$ cat config.mk
export PLATFORM = sky130hd
export DESIGN_NAME = ooo_read_responder_flat
export DESIGN_NICKNAME = d
export VERILOG_FILES = /design/src/rtl/ooo_responder_pkg.sv /design/src/rtl/ooo_responder_if.sv /design/src/rtl/ooo_read_responder_lfsr8.sv /design/src/rtl/ooo_read_responder.sv /design/src/flat_wrapper.sv
export SDC_FILE = /design/constraint.sdc
export NUM_CORES = 1
export LEC_CHECK = 0
export BUFFER_PORTS_ARGS = -buffer_cell sky130_fd_sc_hd__buf_4
export CAP_MARGIN = 20
export CORE_ASPECT_RATIO = 1.1
export CORE_MARGIN = 2
export CORE_UTILIZATION = 35
export CTS_CLUSTER_DIAMETER = 60
export CTS_CLUSTER_SIZE = 24
export DETAILED_ROUTE_END_ITERATION = 8
export SETUP_SLACK_MARGIN = 0.1
export SLEW_MARGIN = 10
export SYNTH_ARGS = -nofsm -noshare
export SYNTH_HDL_FRONTEND = slang
export SYNTH_SLANG_ARGS = --single-unit
$ cat constraint.sdc
create_clock -name clk -period 5.3 [get_ports clk]
set_input_delay 0.795 -clock clk [delete_from_list [all_inputs] [get_ports clk]]
set_output_delay 0.795 -clock clk [all_outputs]
set_load 0.02 [all_outputs]
$ cat src/rtl/ooo_responder_pkg.sv
// Shared types for the out-of-order AXI read responder: slot record, FSM states,
// LFSR feedback taps and the AXI response codes the responder emits.
package ooo_responder_pkg;

    localparam int SLOT_ID_W   = 32;
    localparam int SLOT_ADDR_W = 32;
    localparam int SLOT_LEN_W  = 8;
    localparam int SLOT_SIZE_W = 3;

    typedef struct packed {
        logic                   valid;
        logic [SLOT_ID_W-1:0]   id;
        logic [SLOT_ADDR_W-1:0] addr;
        logic [SLOT_LEN_W-1:0]  len;
        logic [SLOT_SIZE_W-1:0] size;
        logic [SLOT_LEN_W-1:0]  beat;
    } slot_t;

    typedef enum logic [1:0] {
        IDLE   = 2'd0,
        SELECT = 2'd1,
        BURST  = 2'd2
    } fsm_e;

    // Fibonacci taps 8,6,5,4 expressed as a mask over state bits [7:0]
    localparam logic [7:0] LFSR_TAPS = 8'hB8;

    localparam logic [1:0] RESP_OKAY   = 2'b00;
    localparam logic [1:0] RESP_SLVERR = 2'b10;

endpackage

$ cat src/rtl/ooo_responder_if.sv
// AXI read-address and read-data channel bundles used between the ROB and the
// downstream responder.
interface ar_if #(
    parameter int ID_WIDTH   = 32,
    parameter int ADDR_WIDTH = 32,
    parameter int LEN_WIDTH  = 8,
    parameter int SIZE_WIDTH = 3
) ();
    logic                  valid;
    logic                  ready;
    logic [ID_WIDTH-1:0]   id;
    logic [ADDR_WIDTH-1:0] addr;
    logic [LEN_WIDTH-1:0]  len;
    logic [SIZE_WIDTH-1:0] size;
    logic [1:0]            burst;
    logic [3:0]            qos;

    modport sender   (output valid, id, addr, len, size, burst, qos, input ready);
    modport receiver (input valid, id, addr, len, size, burst, qos, output ready);
endinterface

interface r_if #(
    parameter int ID_WIDTH   = 32,
    parameter int DATA_WIDTH = 64,
    parameter int RESP_WIDTH = 2
) ();
    logic                  valid;
    logic                  ready;
    logic [ID_WIDTH-1:0]   id;
    logic [DATA_WIDTH-1:0] data;
    logic [RESP_WIDTH-1:0] resp;
    logic                  last;

    modport sender   (output valid, id, data, resp, last, input ready);
    modport receiver (input valid, id, data, resp, last, output ready);
endinterface

$ cat src/rtl/ooo_read_responder_lfsr8.sv
// 8-bit Fibonacci LFSR used to rotate the responder's slot-selection start point.
module lfsr8
    import ooo_responder_pkg::*;
#(
    parameter logic [7:0] SEED = 8'hA5
) (
    input  logic       clk,
    input  logic       rst,
    input  logic       en_i,
    output logic [7:0] state_o
);

    logic [7:0] state_q;
    logic [7:0] state_d;

    always_comb begin
        state_d = state_q;
        if (en_i) begin
            state_d = {state_q[6:0], ^(state_q & LFSR_TAPS)};
        end
    end

    always_ff @(posedge clk) begin
        if (rst) begin
            state_q <= SEED;
        end else begin
            state_q <= state_d;
        end
    end

    assign state_o = state_q;

endmodule

$ cat src/rtl/ooo_read_responder.sv
// AXI read slave that buffers up to DEPTH bursts and answers them in LFSR-rotated
// order; each beat's data is its own address so reordering is visible end to end.
module ooo_read_responder
    import ooo_responder_pkg::*;
#(
    parameter int         ID_WIDTH   = SLOT_ID_W,
    parameter int         ADDR_WIDTH = SLOT_ADDR_W,
    parameter int         DATA_WIDTH = 64,
    parameter int         RESP_WIDTH = 2,
    parameter int         LEN_WIDTH  = SLOT_LEN_W,
    parameter int         SIZE_WIDTH = SLOT_SIZE_W,
    parameter int         DEPTH      = 4,
    parameter logic [7:0] LFSR_SEED  = 8'hA5
) (
    input  logic   clk,
    input  logic   rst,
    ar_if.receiver ar_in,
    r_if.sender    r_out,
    input  logic   resp_en,
    output logic   busy
);

    localparam int IDX_W = $clog2(DEPTH);

    slot_t                 slot_q [DEPTH];
    slot_t                 slot_d [DEPTH];
    fsm_e                  state_q, state_d;
    logic [IDX_W-1:0]      cur_q, cur_d;
    logic                  ar_ready_q, ar_ready_d;
    logic                  r_valid_q, r_valid_d;
    logic                  r_last_q, r_last_d;
    logic [ID_WIDTH-1:0]   r_id_q, r_id_d;
    logic [DATA_WIDTH-1:0] r_data_q, r_data_d;
    logic [RESP_WIDTH-1:0] r_resp_q, r_resp_d;

    logic [DEPTH-1:0]      vld;
    logic [DEPTH-1:0]      vld_next;
    logic [IDX_W-1:0]      sel;
    logic [IDX_W-1:0]      free_idx;
    logic [LEN_WIDTH-1:0]  nb;
    logic                  accept;
    logic                  hs;
    logic [7:0]            lfsr;
    logic                  unused_ok;

    lfsr8 #(.SEED(LFSR_SEED)) u_lfsr (
        .clk     (clk),
        .rst     (rst),
        .en_i    (1'b1),
        .state_o (lfsr)
    );

    // First valid slot at or after start, wrapping around the table
    function automatic logic [IDX_W-1:0] pick_slot(input logic [DEPTH-1:0] v,
                                                   input logic [IDX_W-1:0] start);
        logic [IDX_W-1:0] idx;
        pick_slot = start;
        for (int k = DEPTH - 1; k >= 0; k--) begin
            idx = start + IDX_W'(k);
            if (v[idx]) pick_slot = idx;
        end
    endfunction

    function automatic logic [IDX_W-1:0] lowest_free(input logic [DEPTH-1:0] v);
        lowest_free = '0;
        for (int k = DEPTH - 1; k >= 0; k--) begin
            if (!v[k]) lowest_free = IDX_W'(k);
        end
    endfunction

    function automatic logic [ADDR_WIDTH-1:0] beat_addr(input logic [ADDR_WIDTH-1:0] base,
                                                        input logic [SIZE_WIDTH-1:0] size,
                                                        input logic [LEN_WIDTH-1:0]  beat);
        beat_addr = base + (ADDR_WIDTH'(beat) << size);
    endfunction

    function automatic logic [RESP_WIDTH-1:0] beat_resp(input logic [ADDR_WIDTH-1:0] base);
        beat_resp = base[ADDR_WIDTH-1] ? RESP_WIDTH'(RESP_SLVERR) : RESP_WIDTH'(RESP_OKAY);
    endfunction

    always_comb begin
        vld = '0;
        for (int k = 0; k < DEPTH; k++) vld[k] = slot_q[k].valid;
    end

    assign accept = ar_in.valid & ar_ready_q;
    assign hs     = r_valid_q & r_out.ready;

    always_comb begin
        for (int k = 0; k < DEPTH; k++) slot_d[k] = slot_q[k];
        state_d   = state_q;
        cur_d     = cur_q;
        r_valid_d = r_valid_q;
        r_last_d  = r_last_q;
        r_id_d    = r_id_q;
        r_data_d  = r_data_q;
        r_resp_d  = r_resp_q;
        sel       = pick_slot(vld, lfsr[IDX_W-1:0]);
        free_idx  = lowest_free(vld);
        nb        = slot_q[cur_q].beat + LEN_WIDTH'(1);

        // The accept only ever lands in a slot that is free now, so it never collides
        // with the slot being served or cleared below.
        if (accept) begin
            slot_d[free_idx] = '{valid: 1'b1, id: ar_in.id, addr: ar_in.addr,
                                 len: ar_in.len, size: ar_in.size, beat: '0};
        end

        case (state_q)
            IDLE: begin
                if (resp_en && (|vld)) state_d = SELECT;
            end
            SELECT: begin
                cur_d     = sel;
                r_valid_d = 1'b1;
                r_id_d    = slot_q[sel].id;
                r_data_d  = DATA_WIDTH'(beat_addr(slot_q[sel].addr, slot_q[sel].size,
                                                  slot_q[sel].beat));
                r_resp_d  = beat_resp(slot_q[sel].addr);
                r_last_d  = (slot_q[sel].beat == slot_q[sel].len);
                state_d   = BURST;
            end
            BURST: begin
                if (hs) begin
                    if (r_last_q) begin
                        slot_d[cur_q].valid = 1'b0;
                        r_valid_d           = 1'b0;
                        r_last_d            = 1'b0;
                        state_d             = IDLE;
                    end else begin
                        slot_d[cur_q].beat = nb;
                        r_data_d = DATA_WIDTH'(beat_addr(slot_q[cur_q].addr,
                                                          slot_q[cur_q].size, nb));
                        r_last_d = (nb == slot_q[cur_q].len);
                    end
                end
            end
            default: state_d = IDLE;
        endcase

        vld_next = '0;
        for (int k = 0; k < DEPTH; k++) vld_next[k] = slot_d[k].valid;
        ar_ready_d = ~(&vld_next);
    end

    always_ff @(posedge clk) begin
        if (rst) begin
            for (int k = 0; k < DEPTH; k++) slot_q[k] <= '0;
            state_q    <= IDLE;
            cur_q      <= '0;
            ar_ready_q <= 1'b0;
            r_valid_q  <= 1'b0;
            r_last_q   <= 1'b0;
            r_id_q     <= '0;
            r_data_q   <= '0;
            r_resp_q   <= '0;
        end else begin
            slot_q     <= slot_d;
            state_q    <= state_d;
            cur_q      <= cur_d;
            ar_ready_q <= ar_ready_d;
            r_valid_q  <= r_valid_d;
            r_last_q   <= r_last_d;
            r_id_q     <= r_id_d;
            r_data_q   <= r_data_d;
            r_resp_q   <= r_resp_d;
        end
    end

    assign ar_in.ready = ar_ready_q;
    assign r_out.valid = r_valid_q;
    assign r_out.last  = r_last_q;
    assign r_out.id    = r_id_q;
    assign r_out.data  = r_data_q;
    assign r_out.resp  = r_resp_q;
    assign busy        = (|vld) | (state_q != IDLE);

    // burst/qos are accepted but INCR is always applied; only the low LFSR bits pick
    assign unused_ok = &{1'b0, ar_in.burst, ar_in.qos, lfsr[7:IDX_W]};

endmodule

$ cat src/flat_wrapper.sv
// flat-port wrapper written by rule: the top's interface ports become plain ports
module ooo_read_responder_flat import ooo_responder_pkg::*;
#(
    parameter int         ID_WIDTH   = SLOT_ID_W,
    parameter int         ADDR_WIDTH = SLOT_ADDR_W,
    parameter int         DATA_WIDTH = 64,
    parameter int         RESP_WIDTH = 2,
    parameter int         LEN_WIDTH  = SLOT_LEN_W,
    parameter int         SIZE_WIDTH = SLOT_SIZE_W,
    parameter int         DEPTH      = 4,
    parameter logic [7:0] LFSR_SEED  = 8'hA5
)
  (clk, rst, resp_en, busy, ar_in_valid, ar_in_id, ar_in_addr, ar_in_len, ar_in_size, ar_in_burst, ar_in_qos, ar_in_ready, r_out_valid, r_out_id, r_out_data, r_out_resp, r_out_last, r_out_ready);
  ar_if #(.ID_WIDTH(ID_WIDTH), .ADDR_WIDTH(ADDR_WIDTH), .LEN_WIDTH(LEN_WIDTH), .SIZE_WIDTH(SIZE_WIDTH)) ar_in_i ();
  r_if #(.ID_WIDTH(ID_WIDTH), .DATA_WIDTH(DATA_WIDTH), .RESP_WIDTH(RESP_WIDTH)) r_out_i ();
  input  logic clk;
  input  logic rst;
  input  logic resp_en;
  output logic busy;
  input wire logic [$bits(ar_in_i.valid)-1:0] ar_in_valid;
  input wire logic [$bits(ar_in_i.id)-1:0] ar_in_id;
  input wire logic [$bits(ar_in_i.addr)-1:0] ar_in_addr;
  input wire logic [$bits(ar_in_i.len)-1:0] ar_in_len;
  input wire logic [$bits(ar_in_i.size)-1:0] ar_in_size;
  input wire logic [$bits(ar_in_i.burst)-1:0] ar_in_burst;
  input wire logic [$bits(ar_in_i.qos)-1:0] ar_in_qos;
  output wire logic [$bits(ar_in_i.ready)-1:0] ar_in_ready;
  output wire logic [$bits(r_out_i.valid)-1:0] r_out_valid;
  output wire logic [$bits(r_out_i.id)-1:0] r_out_id;
  output wire logic [$bits(r_out_i.data)-1:0] r_out_data;
  output wire logic [$bits(r_out_i.resp)-1:0] r_out_resp;
  output wire logic [$bits(r_out_i.last)-1:0] r_out_last;
  input wire logic [$bits(r_out_i.ready)-1:0] r_out_ready;
  assign ar_in_i.valid = ar_in_valid;
  assign ar_in_i.id = ar_in_id;
  assign ar_in_i.addr = ar_in_addr;
  assign ar_in_i.len = ar_in_len;
  assign ar_in_i.size = ar_in_size;
  assign ar_in_i.burst = ar_in_burst;
  assign ar_in_i.qos = ar_in_qos;
  assign ar_in_ready = ar_in_i.ready;
  assign r_out_valid = r_out_i.valid;
  assign r_out_id = r_out_i.id;
  assign r_out_data = r_out_i.data;
  assign r_out_resp = r_out_i.resp;
  assign r_out_last = r_out_i.last;
  assign r_out_i.ready = r_out_ready;
  ooo_read_responder #(.ID_WIDTH(ID_WIDTH), .ADDR_WIDTH(ADDR_WIDTH), .DATA_WIDTH(DATA_WIDTH), .RESP_WIDTH(RESP_WIDTH), .LEN_WIDTH(LEN_WIDTH), .SIZE_WIDTH(SIZE_WIDTH), .DEPTH(DEPTH), .LFSR_SEED(LFSR_SEED)) u_core (.clk(clk), .rst(rst), .ar_in(ar_in_i), .r_out(r_out_i), .resp_en(resp_en), .busy(busy));
endmodule
==> impl_metrics.py <==
metrics = {
    "run_status": {
        "status": "finished clean",
    },
    "yosys": {
        "netlist_area_um2": 21000,
        "synth_common_cells": "nand2_1 (740), dfxtp_1 (416), a21oi_1 (388), clkbuf_1 (145), mux4_2 (133)",
        "postSynthCellCount": 2453,
        "synth-edff-count": 0,
        "yosys.area.top_type": "dfxtp_1",
        "yosysMostFrequentCell": "nand2_1",
        "synth_seq_cells": 416,
        "synth.avg_cell_area_um2": 8.55,
        "synthTopCellsByArea": "dfxtp_1 (40%), mux4_2 (14%), nand2_1 (13%)",
        "yosysWarningCount": 0,
        "synth-async-reset-ratio_pct": 0,
        "seq_area_frac_synth_pct": 39.7,
        "synth_cell_types": 70,
        "ys_dominant_reg_cell": "dfxtp_1",
        "synth_top_area_share_pct": 39.7,
    },
    "worst_setup_path": {
        "worst_setup_path_start_kind": "register",
        "cp_top_family": "compound AO/OA/AOI/OAI gates",
        "worstPathArrival_ns": 5.38,
        "crit_chain": "nor2_1 > a211o_1 > o22ai_4 > mux4_1 > mux2i_2 > mux2i_1 > nor2b_1 > ha_1 > o21ai_1 > o21bai_1 > o22ai_1 > o311ai_2 > buf_4 > nand4_2 > nor4_2 > mux2i_1 > o21ai_1",
        "cp_slowest_cell": "mux4_1",
        "max_stage_delay_ns": 0.71,
        "critical_path_buf_inv_count": 1,
        "worstSetupPathType": "register to register",
        "cp_max_fo": 6,
        "crit_required_ns": 5.72,
        "end_kind": "register",
    },
    "grt": {
        "antenna_found_initial": 2,
        "grt_max_degree": 172,
        "grt_pass1_wl_um": 99500,
        "grt_pass1_vias": 17300,
        "grt-ovfl-total": 0,
        "grt_usage_pct": 20.4,
    },
    "power_and_ir_drop": {
        "p_clk_share_pct": 40.1,
        "seq_power_share_pct": 47.9,
        "power.total_mw": 6.74,
        "leakage_nw": 8.31,
        "swShare_pct": 28.1,
        "p_int_mw": 4.85,
        "power_density_nw_per_um2": 281,
        "vdd_ir_drop_max_uv": 206,
        "power.switching_mw": 1.90,
        "combPwrFrac_pct": 12.0,
    },
    "place": {
        "pre_cts_slack_ns": 0.0835,
        "numPortBuffers": 148,
        "dp.cells": 3240,
        "hpwl_um": 42200,
        "gp_congestion": 0.883,
    },
    "timing": {
        "finClkSkew_ns": 0.0242,
        "slew_headroom_pct": 32.7,
        "min_period_over_period_pct": 93.4,
        "layout_min_cycle_time_ns": 4.95,
        "setup_violations": 0,
        "layout_setup_ws_ns": 0.347,
        "slew_violations": 0,
        "fmax_mhz": 202,
        "rsz0062_at_grt": "no",
        "fin_setup_tns_ns": 0,
        "hold_viol_final": 0,
        "tightest_slew_ns": 1.01,
    },
    "die": {
        "rows": 94,
        "core_um2": 59500,
        "dieArea_um2": 61900,
        "die_w_um": 237,
        "start_util_pct": 35.2,
        "die_y_um": 261,
        "io_pins": 188,
    },
    "layout": {
        "final_util_pct": 40.3,
        "final-instance-count-excl-fill": 3307,
        "drive_gt1_share_pct": 17.6,
        "area_growth_pct": 14.3,
        "layout.nets": 2632,
    },
    "worst_hold_path": {
        "hp-class": "register to register",
    },
    "routing": {
        "drtPass1Iterations": 6,
        "ant_nets": 0,
        "wl_per_cell_um": 19.7,
        "via_per_inst": 5.51,
        "drcViolationCount": 0,
        "drt-initial-drc-count": 1584,
        "num_vias": 18200,
        "finalWirelength_um": 65100,
    },
    "clock_tree": {
        "cts.sinks": 416,
        "h-tree-depth": 2,
        "hold_buffers": 0,
        "cts_buffers": 35,
        "cts_root_buf": "clkbuf_16",
        "worst_skew_pair.late_latency_ns": 0.58,
        "tritoncts": "built",
        "max-clock-path-buffers": 3,
        "clkSlewWorstSetupHoldPaths_ns": 0.09,
    },
    "run": {
        "drv_cap": 0,
    },
}
==> cells in the final DEF (no fill, tap or decap), drive strengths merged, types with 33 or more instances in the layout <==
cell type,netlist,routed
xnor2,46,46
clkbuf,145,40
conb,1,33
dfxtp,416,416
nor2,110,110
buf,70,205
mux4,134,135
nand2,740,740
a21oi,388,388
==> logic make-up after synthesis <==
kind of cell,count (synthesis),share of synthesized area [%]
xor+xnor,70,2.92
flops,416,39.7
buf+inv,230,5.14
other cells,1,0.0179
compound gates,536,14.3
simple gates,997,19.7
fa+ha+maj,36,2.18
mux,167,16.0
==> worst reg2reg max path, cell delays in order, from the launching register on <==
cell      delay [ns]
dfxtp_1         0.43
nor2_1          0.08
a211o_1         0.33
o22ai_4         0.31
mux4_1          0.71
mux2i_2         0.36
mux2i_1         0.16
nor2b_1         0.17
ha_1            0.38
o21ai_1         0.11
o21bai_1        0.21
o22ai_1         0.18
o311ai_2        0.33
buf_4           0.20
nand4_2         0.15
nor4_2          0.40
mux2i_1         0.23
o21ai_1         0.08
==> power groups by stage <==
stage | clock network (mW) | registers [mW] | logic (mW)
4_1_cts | 2.77 | 3.23 | 0.801
3_5_place_dp | 0 | 3.30 | 0.799
6_report | 2.71 | 3.23 | 0.807
3_3_place_gp | 0 | 3.30 | 0.794
5_1_grt | 2.88 | 3.24 | 0.866
2_1_floorplan | 0 | 3.30 | 0.545
==> per-layer routing <==
| metal | routed length (um) | global-route usage [%] |
|---|---|---|
| met1 | 27200 | 25.8 |
| met2 | 32500 | 35.9 |
| met3 | 4090 | 3.10 |
| met4 | 1320 | 5.94 |
| met5 | 10 | 0 |
==> what timing repair did <==
| item | 4_1_cts | 5_1_grt |
|---|---|---|
| setup endpoints to repair | 1 | 6 |
| resized for setup | 1 | 15 |
| hold endpoints to repair | 0 | 0 |
| cloned | 0 | 1 |
| setup buffers | 0 | 3 |
| pin swaps | 0 | 2 |
==> cell type report <==
| type | instances | area (um^2) |
|---|---|---|
| Antenna cell | 1 | 2.50 |
| Clock buffer | 40 | 946 |
| Clock inverter | 22 | 233 |
| Fill cell | 5857 | 35500 |
| Inverter | 15 | 56.3 |
| Multi-Input combinational cell | 1840 | 11800 |
| Sequential cell | 416 | 8340 |
| Tap cell | 768 | 961 |
| Timing Repair Buffer | 205 | 1610 |
==> per-stage QoR <==
stage,hold WS [ns],area (um^2)
detailed placement,0.402,22700
CTS,0.426,23900
floorplan,0.389,21100
global route,0.444,24000
finish,0.419,24000
global placement,0.392,22700
==> final timing paths <==
check | from | to | slack [ns] | depth (start not counted)
worst min-delay path | u_core.u_lfsr.state_o[6] | u_core.u_lfsr.state_o[7] | 0.42 | 1
worst max-delay path | u_core.slot_q[251] | u_core.r_out.data[28] | 0.35 | 17
worst max register to register | u_core.slot_q[251] | u_core.r_out.data[28] | 0.35 | 17
worst min register to register | u_core.u_lfsr.state_o[6] | u_core.u_lfsr.state_o[7] | 0.42 | 1
Note: power is estimated with default switching activity, not from simulation.
